$ cat config.mk
export PLATFORM = sky130hd
export DESIGN_NAME = datapath_seq_unit_flat
export DESIGN_NICKNAME = d
export VERILOG_FILES = /design/src/rtl/datapath_seq_unit_pkg.sv /design/src/rtl/datapath_seq_unit_if.sv /design/src/rtl/datapath_seq_unit_seq_multiplier.sv /design/src/rtl/datapath_seq_unit.sv /design/src/flat_wrapper.sv
export SDC_FILE = /design/constraint.sdc
export NUM_CORES = 1
export LEC_CHECK = 0
export CORE_MARGIN = 2
export CORE_UTILIZATION = 60
export CTS_BUF_LIST = sky130_fd_sc_hd__clkbuf_8 sky130_fd_sc_hd__clkbuf_16
export CTS_CLUSTER_DIAMETER = 150
export CTS_CLUSTER_SIZE = 24
export DETAILED_ROUTE_END_ITERATION = 12
export DONT_BUFFER_PORTS = 1
export PLACE_DENSITY = 0.76
export SETUP_SLACK_MARGIN = 0.15
export SLEW_MARGIN = 20
export SYNTH_ARGS = -nofsm -noshare
export SYNTH_HDL_FRONTEND = slang
export SYNTH_HIERARCHICAL = 1
export SYNTH_SLANG_ARGS = --single-unit
$ cat constraint.sdc
create_clock -name clk -period 4.7 [get_ports clk]
set_input_delay 1.41 -clock clk [delete_from_list [all_inputs] [get_ports clk]]
set_output_delay 1.41 -clock clk [all_outputs]
set_load 0.03 [all_outputs]
$ cat src/rtl/datapath_seq_unit_pkg.sv
// Shared types and constants for the switch-driven operand/result datapath.
// Holds the FSM state encoding, the blank segment pattern and the hex-to-segment decoder.
// Pure declarations; no logic and no ports.
package datapath_seq_pkg;

    typedef enum logic [2:0] {
        IDLE    = 3'd0,
        LOAD_A  = 3'd1,
        LOAD_B  = 3'd2,
        COMPUTE = 3'd3,
        SHOW    = 3'd4
    } state_t;

    // All segments off (segments are active-low, ordered g..a).
    localparam logic [6:0] SEG_OFF = 7'h7F;

    function automatic logic [6:0] hex7seg(input logic [3:0] h);
        logic [6:0] seg;
        case (h)
            4'h0:    seg = 7'h40;
            4'h1:    seg = 7'h79;
            4'h2:    seg = 7'h24;
            4'h3:    seg = 7'h30;
            4'h4:    seg = 7'h19;
            4'h5:    seg = 7'h12;
            4'h6:    seg = 7'h02;
            4'h7:    seg = 7'h78;
            4'h8:    seg = 7'h00;
            4'h9:    seg = 7'h10;
            4'hA:    seg = 7'h08;
            4'hB:    seg = 7'h03;
            4'hC:    seg = 7'h46;
            4'hD:    seg = 7'h21;
            4'hE:    seg = 7'h06;
            default: seg = 7'h0E;
        endcase
        return seg;
    endfunction

endpackage

$ cat src/rtl/datapath_seq_unit_if.sv
// Board-side bundle of the datapath: switch byte, enter key, load/mode controls, status and displays.
// master drives the controls (board/controller side); slave is the datapath itself.
// Ports: enter, inputdata[7:0], loaddata, mode -> ; inputdata_ready, busy, done, disp[7*NDIGITS-1:0] <-.
interface datapath_seq_unit_if #(
    parameter int NDIGITS = 4
);
    logic                   enter;
    logic [7:0]             inputdata;
    logic                   loaddata;
    logic                   mode;
    logic                   inputdata_ready;
    logic                   busy;
    logic                   done;
    logic [7*NDIGITS-1:0]   disp;

    modport master (
        output enter, inputdata, loaddata, mode,
        input  inputdata_ready, busy, done, disp
    );

    modport slave (
        input  enter, inputdata, loaddata, mode,
        output inputdata_ready, busy, done, disp
    );
endinterface

$ cat src/rtl/datapath_seq_unit_seq_multiplier.sv
// Unsigned shift-add multiplier, one multiplier bit per cycle, WIDTH iterations after start.
// Ports: clk, rst (sync, active-high), clr (abort + zero), start, a, b; busy, done, product[2*WIDTH-1:0].
// done is high during the final iteration: product is valid from the following edge onward.
module seq_multiplier #(
    parameter int WIDTH = 32
) (
    input  logic                 clk,
    input  logic                 rst,
    input  logic                 clr,
    input  logic                 start,
    input  logic [WIDTH-1:0]     a,
    input  logic [WIDTH-1:0]     b,
    output logic                 busy,
    output logic                 done,
    output logic [2*WIDTH-1:0]   product
);
    localparam int CNTW = $clog2(WIDTH + 1);

    logic [WIDTH-1:0]   mcand_q, mcand_d;
    logic [2*WIDTH-1:0] prod_q,  prod_d;
    logic [CNTW-1:0]    cnt_q,   cnt_d;
    logic [WIDTH:0]     sum;

    // prod_q holds {partial sum, remaining multiplier bits}; the carry bit of the
    // upper-half add shifts back in from the top so nothing is lost.
    always_comb begin
        mcand_d = mcand_q;
        prod_d  = prod_q;
        cnt_d   = cnt_q;
        sum     = {1'b0, prod_q[2*WIDTH-1:WIDTH]} + (prod_q[0] ? {1'b0, mcand_q} : '0);
        if (clr) begin
            mcand_d = '0;
            prod_d  = '0;
            cnt_d   = '0;
        end else if (start) begin
            mcand_d = a;
            prod_d  = {{WIDTH{1'b0}}, b};
            cnt_d   = CNTW'(WIDTH);
        end else if (cnt_q != '0) begin
            prod_d  = {sum, prod_q[WIDTH-1:1]};
            cnt_d   = cnt_q - CNTW'(1);
        end
    end

    always_ff @(posedge clk) begin
        if (rst) begin
            mcand_q <= '0;
            prod_q  <= '0;
            cnt_q   <= '0;
        end else begin
            mcand_q <= mcand_d;
            prod_q  <= prod_d;
            cnt_q   <= cnt_d;
        end
    end

    assign busy    = (cnt_q != '0);
    assign done    = (cnt_q == CNTW'(1));
    assign product = prod_q;

endmodule

$ cat src/rtl/datapath_seq_unit.sv
// Loads two WIDTH-bit operands byte-wise from switches, multiplies (shift-add) or adds, pages result in hex.
// Ports: clk, reset (sync, active-high), io (slave modport: enter/inputdata/loaddata/mode in; ready/busy/done/disp out).
// Multiply keeps busy for WIDTH cycles, add for one; loaddata restarts from any state and beats a same-cycle enter.
module datapath_seq_unit
    import datapath_seq_pkg::*;
#(
    parameter int WIDTH   = 32,
    parameter int NDIGITS = 4
) (
    input  logic                 clk,
    input  logic                 reset,
    datapath_seq_unit_if.slave   io
);
    localparam int NBYTES    = WIDTH / 8;
    localparam int CW        = (NBYTES > 1) ? $clog2(NBYTES) : 1;
    localparam int PAGE_BITS = 4 * NDIGITS;
    localparam int NPAGES    = (2 * WIDTH) / PAGE_BITS;
    localparam int PW        = (NPAGES > 1) ? $clog2(NPAGES) : 1;
    localparam logic [CW-1:0] LAST_BYTE = CW'(NBYTES - 1);
    localparam logic [PW-1:0] LAST_PAGE = PW'(NPAGES - 1);

    state_t               state_q, state_d;
    logic                 enter_q, enter_d;
    logic                 mode_q, mode_d;
    logic [WIDTH-1:0]     op_a_q, op_a_d;
    logic [WIDTH-1:0]     op_b_q, op_b_d;
    logic [CW-1:0]        cnt_q, cnt_d;
    logic [2*WIDTH-1:0]   result_q, result_d;
    logic [PW-1:0]        page_q, page_d;

    logic                 enter_evt;
    logic [WIDTH-1:0]     a_shift, b_shift;
    logic [WIDTH:0]       sum;
    logic                 mul_start, mul_clr, mul_busy, mul_done;
    logic [2*WIDTH-1:0]   mul_prod;
    logic [2*WIDTH-1:0]   res_sel;
    logic [PAGE_BITS-1:0] show_bits;
    logic                 blank;
    logic [7*NDIGITS-1:0] disp_w;

    assign enter_evt = io.enter & ~enter_q;
    assign a_shift   = WIDTH'({op_a_q, io.inputdata});
    assign b_shift   = WIDTH'({op_b_q, io.inputdata});
    assign sum       = {1'b0, op_a_q} + {1'b0, op_b_q};

    // Fed with b_shift so the multiplier starts on the same edge that stores the last B byte.
    seq_multiplier #(.WIDTH(WIDTH)) u_mul (
        .clk     (clk),
        .rst     (reset),
        .clr     (mul_clr),
        .start   (mul_start),
        .a       (op_a_q),
        .b       (b_shift),
        .busy    (mul_busy),
        .done    (mul_done),
        .product (mul_prod)
    );

    always_comb begin
        state_d   = state_q;
        enter_d   = io.enter;
        mode_d    = mode_q;
        op_a_d    = op_a_q;
        op_b_d    = op_b_q;
        cnt_d     = cnt_q;
        result_d  = result_q;
        page_d    = page_q;
        mul_start = 1'b0;
        mul_clr   = 1'b0;
        if (io.loaddata) begin
            state_d  = LOAD_A;
            op_a_d   = '0;
            op_b_d   = '0;
            cnt_d    = '0;
            result_d = '0;
            page_d   = '0;
            mul_clr  = 1'b1;
        end else begin
            case (state_q)
                LOAD_A: if (enter_evt) begin
                    op_a_d = a_shift;
                    if (cnt_q == LAST_BYTE) begin
                        cnt_d   = '0;
                        state_d = LOAD_B;
                    end else begin
                        cnt_d = cnt_q + CW'(1);
                    end
                end
                LOAD_B: if (enter_evt) begin
                    op_b_d = b_shift;
                    if (cnt_q == LAST_BYTE) begin
                        cnt_d     = '0;
                        state_d   = COMPUTE;
                        mode_d    = io.mode;
                        mul_start = ~io.mode;
                    end else begin
                        cnt_d = cnt_q + CW'(1);
                    end
                end
                COMPUTE: begin
                    if (mode_q) begin
                        result_d = (2*WIDTH)'(sum);
                        state_d  = SHOW;
                        page_d   = '0;
                    end else if (mul_done || !mul_busy) begin
                        // An idle multiplier here can only mean it was never started; don't stall.
                        state_d = SHOW;
                        page_d  = '0;
                    end
                end
                SHOW: if (enter_evt) begin
                    page_d = (page_q == LAST_PAGE) ? '0 : page_q + PW'(1);
                end
                default: ;
            endcase
        end
    end

    always_ff @(posedge clk) begin
        if (reset) begin
            state_q  <= IDLE;
            enter_q  <= 1'b0;
            mode_q   <= 1'b0;
            op_a_q   <= '0;
            op_b_q   <= '0;
            cnt_q    <= '0;
            result_q <= '0;
            page_q   <= '0;
        end else begin
            state_q  <= state_d;
            enter_q  <= enter_d;
            mode_q   <= mode_d;
            op_a_q   <= op_a_d;
            op_b_q   <= op_b_d;
            cnt_q    <= cnt_d;
            result_q <= result_d;
            page_q   <= page_d;
        end
    end

    // Add results live in result_q; multiply results stay in the multiplier's product register.
    assign res_sel = mode_q ? result_q : mul_prod;

    always_comb begin
        show_bits = '0;
        blank     = 1'b1;
        case (state_q)
            LOAD_A: begin
                show_bits = PAGE_BITS'((2*WIDTH)'(op_a_q));
                blank     = 1'b0;
            end
            LOAD_B: begin
                show_bits = PAGE_BITS'((2*WIDTH)'(op_b_q));
                blank     = 1'b0;
            end
            SHOW: begin
                show_bits = res_sel[page_q*PAGE_BITS +: PAGE_BITS];
                blank     = 1'b0;
            end
            default: ;
        endcase
        disp_w = '0;
        for (int i = 0; i < NDIGITS; i++) begin
            disp_w[7*i +: 7] = blank ? SEG_OFF : hex7seg(show_bits[4*i +: 4]);
        end
    end

    assign io.disp            = disp_w;
    assign io.inputdata_ready = (state_q == LOAD_A) || (state_q == LOAD_B);
    assign io.busy            = (state_q == COMPUTE);
    assign io.done            = (state_q == SHOW);

endmodule

$ cat src/flat_wrapper.sv
// flat-port wrapper written by rule: the top's interface ports become plain ports
module datapath_seq_unit_flat import datapath_seq_pkg::*;
#(
    parameter int WIDTH   = 32,
    parameter int NDIGITS = 4
)
  (clk, reset, io_enter, io_inputdata, io_loaddata, io_mode, io_inputdata_ready, io_busy, io_done, io_disp);
  datapath_seq_unit_if #(.NDIGITS(NDIGITS)) io_i ();
  input  logic clk;
  input  logic reset;
  input wire logic [$bits(io_i.enter)-1:0] io_enter;
  input wire logic [$bits(io_i.inputdata)-1:0] io_inputdata;
  input wire logic [$bits(io_i.loaddata)-1:0] io_loaddata;
  input wire logic [$bits(io_i.mode)-1:0] io_mode;
  output wire logic [$bits(io_i.inputdata_ready)-1:0] io_inputdata_ready;
  output wire logic [$bits(io_i.busy)-1:0] io_busy;
  output wire logic [$bits(io_i.done)-1:0] io_done;
  output wire logic [$bits(io_i.disp)-1:0] io_disp;
  assign io_i.enter = io_enter;
  assign io_i.inputdata = io_inputdata;
  assign io_i.loaddata = io_loaddata;
  assign io_i.mode = io_mode;
  assign io_inputdata_ready = io_i.inputdata_ready;
  assign io_busy = io_i.busy;
  assign io_done = io_i.done;
  assign io_disp = io_i.disp;
  datapath_seq_unit #(.WIDTH(WIDTH), .NDIGITS(NDIGITS)) u_core (.clk(clk), .reset(reset), .io(io_i));
endmodule
==> impl_metrics.toml, run 1 <==
[outcome]
status = "finished, final reports clean"

[sta]
setup_slack_ps = 167
hold_violations = 0
slew_viol_final = 0
fin_crit_sh = 0.965
fmax_mhz = 221
setup_viol_count_final = 0
fin_skew_ps = 22.4
rsz0062_at_grt = "yes"
worst_slew_pin_slew_ps = 990
fin_crit_ps = 4530
slew_headroom = 0.340

[critical_path]
worst-setup-path-type = "register to output port"
path_cells = "buf_4, mux4_2, nand2_1, o21ai_1, a22oi_1, nor2_1, a21oi_2, inv_2, ha_1, nor2b_1, a2111oi_2, a31oi_1, buf_4"
required_ps = 3290
path_max_fanout = 6
slowest_stage = "mux4_2"
start_kind = "register"
crit_top_cell = "buf_4"
cp_slowest_stage_delay_ps = 490
crit_arrival_ps = 3120
endpoint_kind = "output port"
cp_num_buf_inv = 3
path_delay_family = "compound AO/OA/AOI/OAI gates"

[layout]
fill_cells = 1895
regArea_um2 = 4170
post-route-util = 0.669
final_common_cell = "nand2_1"
layout-drive-gt1-share = 0.123
final_cell_mix = "nand2_1 (329), a21oi_1 (255), dfxtp_1 (205), nor2_1 (149), buf_4 (101)"
diodes = 0
multi_input_area_um2 = 8790
synthToLayoutAreaGrowth_pct = 9.04
nets = 1852

[power]
p_leak_uw = 0.00551
peakVddDrop_v = 0.000667
p_seq_frac = 0.462
power.internal_uw = 2550
switching_share = 0.368
pwr-share-comb = 0.266
clock_power_share = 0.272
power.switching_uw = 1490
p_per_area_nw_per_um2 = 276

[global_route]
gr-usage-all-layers = 0.341
antenna_found_initial = 0
grt_max_degree = 98
overflow = 0
grt_pass1_vias = 11500
grt_pass1_wl_mm = 64.4

[logic_synthesis]
synth_area_per_cell_um2 = 7.75
synth-xor-area-share = 0.0346
synth_cells = 1733
synth_fa_ha_area_frac = 0.0887
synth-compound-area-share = 0.235
synth_top_family_by_area = "compound AO/OA/AOI/OAI gates"
ys_ff_latch = 208
async_flop_share = 0
synth_warnings = 6
synth.distinct_cells = 89
synthMuxAreaShare = 0.0770
synthFlopType = "dfxtp_1"
synth.top_cell.area_share = 0.310
synth_top_cell_by_area = "dfxtp_1"
seq_area_frac_synth = 0.310
synth-simple-area-share = 0.208
synth_edf_count = 0
syn_area_um2 = 13400
syn_nets = 1840
synthTopCellsByArea = "dfxtp_1 (31%), a21oi_1 (9.5%), nand2_1 (9.2%), ha_1 (8.6%), mux2i_1 (4.4%)"

[floorplan]
die-area_um2 = 23600
die_w_um = 154
initial_core_util = 0.613
die_h_um = 154
core.rowCount = 54
core-area_um2 = 21900
io_pins = 44

[hold_path]
hold_class = "register to register"

[job]
drv_cap = 0

[route]
dr_total_vias = 12800
routedWlPerCell_um = 20.6
avgViaCountPerCell = 6.34
drtIter0Drc = 1356
first_pass_iters = 9
wl_mm = 41.7
antenna_left = 0
drc = 0

[placement]
gp_congestion = 1.03
place_ws_ps = 330
dpl.hpwl_mm = 30.0
io_buffers = 0

[clocking]
numCtsBuffers = 12
cts_hold_buffers = 0
clk_pin_slew_worst_paths_ps = 100
clock-root-buffer = "clkbuf_16"
htreeDepth = 1
cts.path.max_buffers = 3
cts.sinks = 208
clkLatencyLatePin_ps = 480
cts_tree = "done"
## tightest hold or removal path, delay by kind of cell, from the launching register on
kind,cells,cell delay (ps)
flip-flops,1,320
AO/OA/AOI/OAI,1,50
AND/OR/NAND/NOR,1,50
## state kept, by name, summed over array words and instances, names as in the netlist
register,cells
u_core/u_mul/mcand_q,32
u_core/cnt_q,2
u_core/mode_q,1
u_core/result_q,33
u_core/op_a_q,32
u_core/u_mul/product,64
u_core/state_q,3
u_core/op_b_q,32
u_core/enter_q,1
u_core/page_q,2
u_core/u_mul/cnt_q,6
## metal layers
metal  up-vias  GRT usage  routed length [um]
met5         -          0                   0
met4         0      0.142                2210
met3       117     0.0648                4320
met2       640      0.521               18000
met1      5975      0.473               17200
li1       6097          -                   -
## per-stage QoR
step                total power [uW]  hold WS (ps)  setup TNS [ps]  cell area, um2  std cells
finish                          4040           463               0           14600       2025
global route                    4200           485           -17.7           14600       2025
CTS                             4030           464               0           14300       1997
detailed placement              2960           443               0           13900       1975
global placement                2940           439               0           13900       1975
floorplan                       2670           429               0           13400       1733
## worst paths after layout
| path | from | end | slack [ps] | depth (start not counted) |
|---|---|---|---|---|
| max | u_core/page_q[0] | io_disp[10] | 170 | 13 |
| min | u_core/op_b_q[29] | u_core/op_b_q[29] | 460 | 2 |
| max reg2reg | u_core/u_mul/product[0] | u_core/u_mul/product[55] | 1400 | 11 |
| min reg2reg | u_core/op_b_q[29] | u_core/op_b_q[29] | 460 | 2 |
## power by group through the flow
stage               clock network, uW  logic (uW)  registers, uW
global placement                    0        1040           1910
global route                     1160        1170           1870
floorplan                           0         781           1880
finish                           1100        1070           1870
CTS                              1110        1060           1870
detailed placement                  0        1060           1910
## logic make-up (layout without fill, tap and decap cells)
logic type	after synthesis	in the layout
simple gates	640	640
compound gates	512	512
mux	82	82
xor+xnor	53	53
flops	208	208
fa+ha+maj	94	94
buf+inv	144	156
## cell type report
| type | count | area share |
|---|---|---|
| Sequential cell | 208 | 0.285 |
| Clock buffer | 13 | 0.0222 |
| Clock inverter | 1 | 0.000598 |
| Tap cell | 280 | 0.0239 |
| Multi-Input combinational cell | 1381 | 0.601 |
| Timing Repair Buffer | 106 | 0.0583 |
| Inverter | 36 | 0.00923 |
## Yosys cell counts (8+ instances only)
cell type and number:
a211oi_1 13, a21o_1 31, a21oi_1 256, a22o_1 10, a22oi_1 17, a31oi_1 9, and2_1 42, buf_1 15
buf_2 16, clkbuf_1 69, dfxtp_1 208, ha_1 92, inv_1 35, mux2i_1 59, mux4_2 16, nand2_1 329
nand2b_1 10, nand3_1 22, nand4_1 14, nor2_1 149, nor2b_1 13, nor3_1 20, o211ai_1 8, o21ai_0 67
o21ai_1 13, o22ai_1 8, xnor2_1 29, xor2_1 24
## what timing repair did
action                                  4_1_cts  5_1_grt
endpoints found under the setup margin       25       25
buffers inserted                              7       28
pin swaps                                     3       14
resized for setup                            13       29
cloned                                        1        0
(Power assumes the default switching activity.)
==> run 2: changes to the inputs <==
--- a/config.mk
+++ b/config.mk
@@ -5,14 +5,14 @@
 export SDC_FILE = /design/constraint.sdc
 export NUM_CORES = 1
 export LEC_CHECK = 0
-export CORE_MARGIN = 2
-export CORE_UTILIZATION = 60
+export CORE_MARGIN = 1.5
+export CORE_UTILIZATION = 34
 export CTS_BUF_LIST = sky130_fd_sc_hd__clkbuf_8 sky130_fd_sc_hd__clkbuf_16
 export CTS_CLUSTER_DIAMETER = 150
 export CTS_CLUSTER_SIZE = 24
 export DETAILED_ROUTE_END_ITERATION = 12
 export DONT_BUFFER_PORTS = 1
-export PLACE_DENSITY = 0.76
+export PLACE_DENSITY = 0.48
 export SETUP_SLACK_MARGIN = 0.15
 export SLEW_MARGIN = 20
 export SYNTH_ARGS = -nofsm -noshare
==> impl_metrics.toml, run 2 (synthesized netlist as in run 1, its figures left out) <==
[layout]
final_common_cell = "nand2_1"
nets = 1848
fin_area_um2 = 15000
diodes = 0
synthToLayoutAreaGrowth_pct = 11.9
layout-drive-gt1-share = 0.132
fill_cells = 4040
final_cell_mix = "nand2_1 (327), a21oi_1 (254), dfxtp_1 (205), nor2_1 (149), buf_4 (93)"
final_cells = 2259
largest_reg_flops = 64

[sta]
slew_viol_final = 0
fin_skew_ps = 14.8
setup_slack_ps = 194
hold_violations = 0
fin_crit_ps = 4510
setup-tns-final_ps = 0
worst_slew_pin_slew_ps = 861
slew_headroom = 0.424
fmax_mhz = 222
rsz0062_at_grt = "yes"
fin_crit_sh = 0.959
setup_viol_count_final = 0

[route]
drc = 0
antenna_left = 0
avgViaCountPerCell = 5.54
first_pass_iters = 5
routedWlPerCell_um = 20.7
dr_total_vias = 12500
wl_mm = 46.7
drtIter0Drc = 1011

[critical_path]
rrSetupSlack_ps = 1330
cp_slowest_stage_delay_ps = 500
crit_top_cell = "buf_4"
required_ps = 3290
start_kind = "register"
crit_start = "u_core/page_q[0]"
path_max_fanout = 8
cp_num_buf_inv = 2
worstReg2RegStart = "u_core/u_mul/product[0]"
path_delay_family = "compound AO/OA/AOI/OAI gates"
endpoint_kind = "output port"
path_cells = "buf_4, mux4_2, o2bb2ai_1, a22oi_2, a2bb2oi_4, ha_1, nor2b_1, a2111oi_4, a21oi_1, buf_4"
worst-setup-path-type = "register to output port"
crit_arrival_ps = 3100
slowest_stage = "mux4_2"

[clocking]
clkLatencyLatePin_ps = 490
cts.path.max_buffers = 3
numCtsBuffers = 12
clock-root-buffer = "clkbuf_16"
cts_tree = "done"
cts.sinks = 208
htreeDepth = 1
clk_pin_slew_worst_paths_ps = 110

[power]
switching_share = 0.384
pwr-share-comb = 0.276
peakVddDrop_v = 0.000417
p_seq_frac = 0.450
power.internal_uw = 2560
p_leak_uw = 0.00549
p_per_area_nw_per_um2 = 277
clock_power_share = 0.274
power.switching_uw = 1600

[floorplan]
die-area_um2 = 40700
core-area_um2 = 38800
core.rowCount = 72
die_w_um = 202
die_h_um = 202
initial_core_util = 0.346
io_pins = 44

[hold_path]
hold_class = "register to register"
min_from = "u_core/result_q[11]"

[placement]
place_ws_ps = 354
place_area_um2 = 14200
dp_cells = 2218
io_buffers = 0
dpl.hpwl_mm = 34.3
gp_congestion = 0.928

[global_route]
grt_max_degree = 66
overflow = 0
grt_pass1_vias = 11600
gr-usage-all-layers = 0.224
grt_pass1_wl_mm = 71.0
antenna_found_initial = 0

[outcome]
status = "finished, final reports clean"

[job]
drv_cap = 0
run 2: cell count changes in the layout (fill, tap and decap cells not counted), sizes merged:
cell,delta
buf,-4
run 2: path summary, 6_finish.rpt:
| kind | cells past startpoint | end |
|---|---|---|
| min | 2 | u_core/result_q[11] |
| min reg2reg | 2 | u_core/result_q[11] |
| max reg2reg | 11 | u_core/u_mul/product[63] |
| max | 10 | io_disp[17] |
run 2: final cells by class:
class | instances | area (um2) | area share
multi-input combinational | 1381 | 8890 | 0.592
sequential | 208 | 4170 | 0.278
timing repair buffer | 102 | 851 | 0.0566
tap | 518 | 648 | 0.0431
clock buffer | 13 | 325 | 0.0216
inverter | 36 | 135 | 0.00899
clock inverter | 1 | 8.76 | 0.000583
run 2: worst register-to-register path, stage by stage (launching register included):
cell,delay (ps)
dfxtp_1,330
buf_4,230
and2_1,190
ha_1,210
fa_1,440
a21o_2,250
a221o_1,360
a211oi_2,400
a21oi_1,250
a41oi_2,310
o21ai_0,160
o211a_1,130
run 2: layer usage:
layer	part of all wire	track usage	up-vias	wire, um
li1	-	-	6087	-
met1	0.48	0.317	6011	22200
met2	0.45	0.357	352	20800
met3	0.051	0.0233	63	2380
met4	0.029	0.0693	0	1340
met5	0	0	-	0
run 2: power groups by stage:
stage	clock network [uW]	logic, uW	registers [uW]
2_1_floorplan	0	781	1880
3_3_place_gp	0	1140	1910
3_5_place_dp	0	1150	1910
4_1_cts	1170	1140	1870
5_1_grt	1230	1250	1880
6_report	1140	1150	1870
run 2: repair_timing:
| item | 4_1_cts | 5_1_grt |
|---|---|---|
| pin swaps | 3 | 16 |
| setup endpoints to repair | 26 | 26 |
| resized for setup | 21 | 49 |
| cloned | 1 | 0 |
| hold buffers | 0 | 0 |
| buffers inserted | 7 | 19 |
run 2: stage by stage:
step           power [uW]  hold slack, ps  utilization
5_1_grt              4360             478        0.387
2_1_floorplan        2670             429            -
6_report             4160             459        0.387
3_5_place_dp         3060             445        0.366
3_3_place_gp         3050             441        0.366
4_1_cts              4190             459        0.378
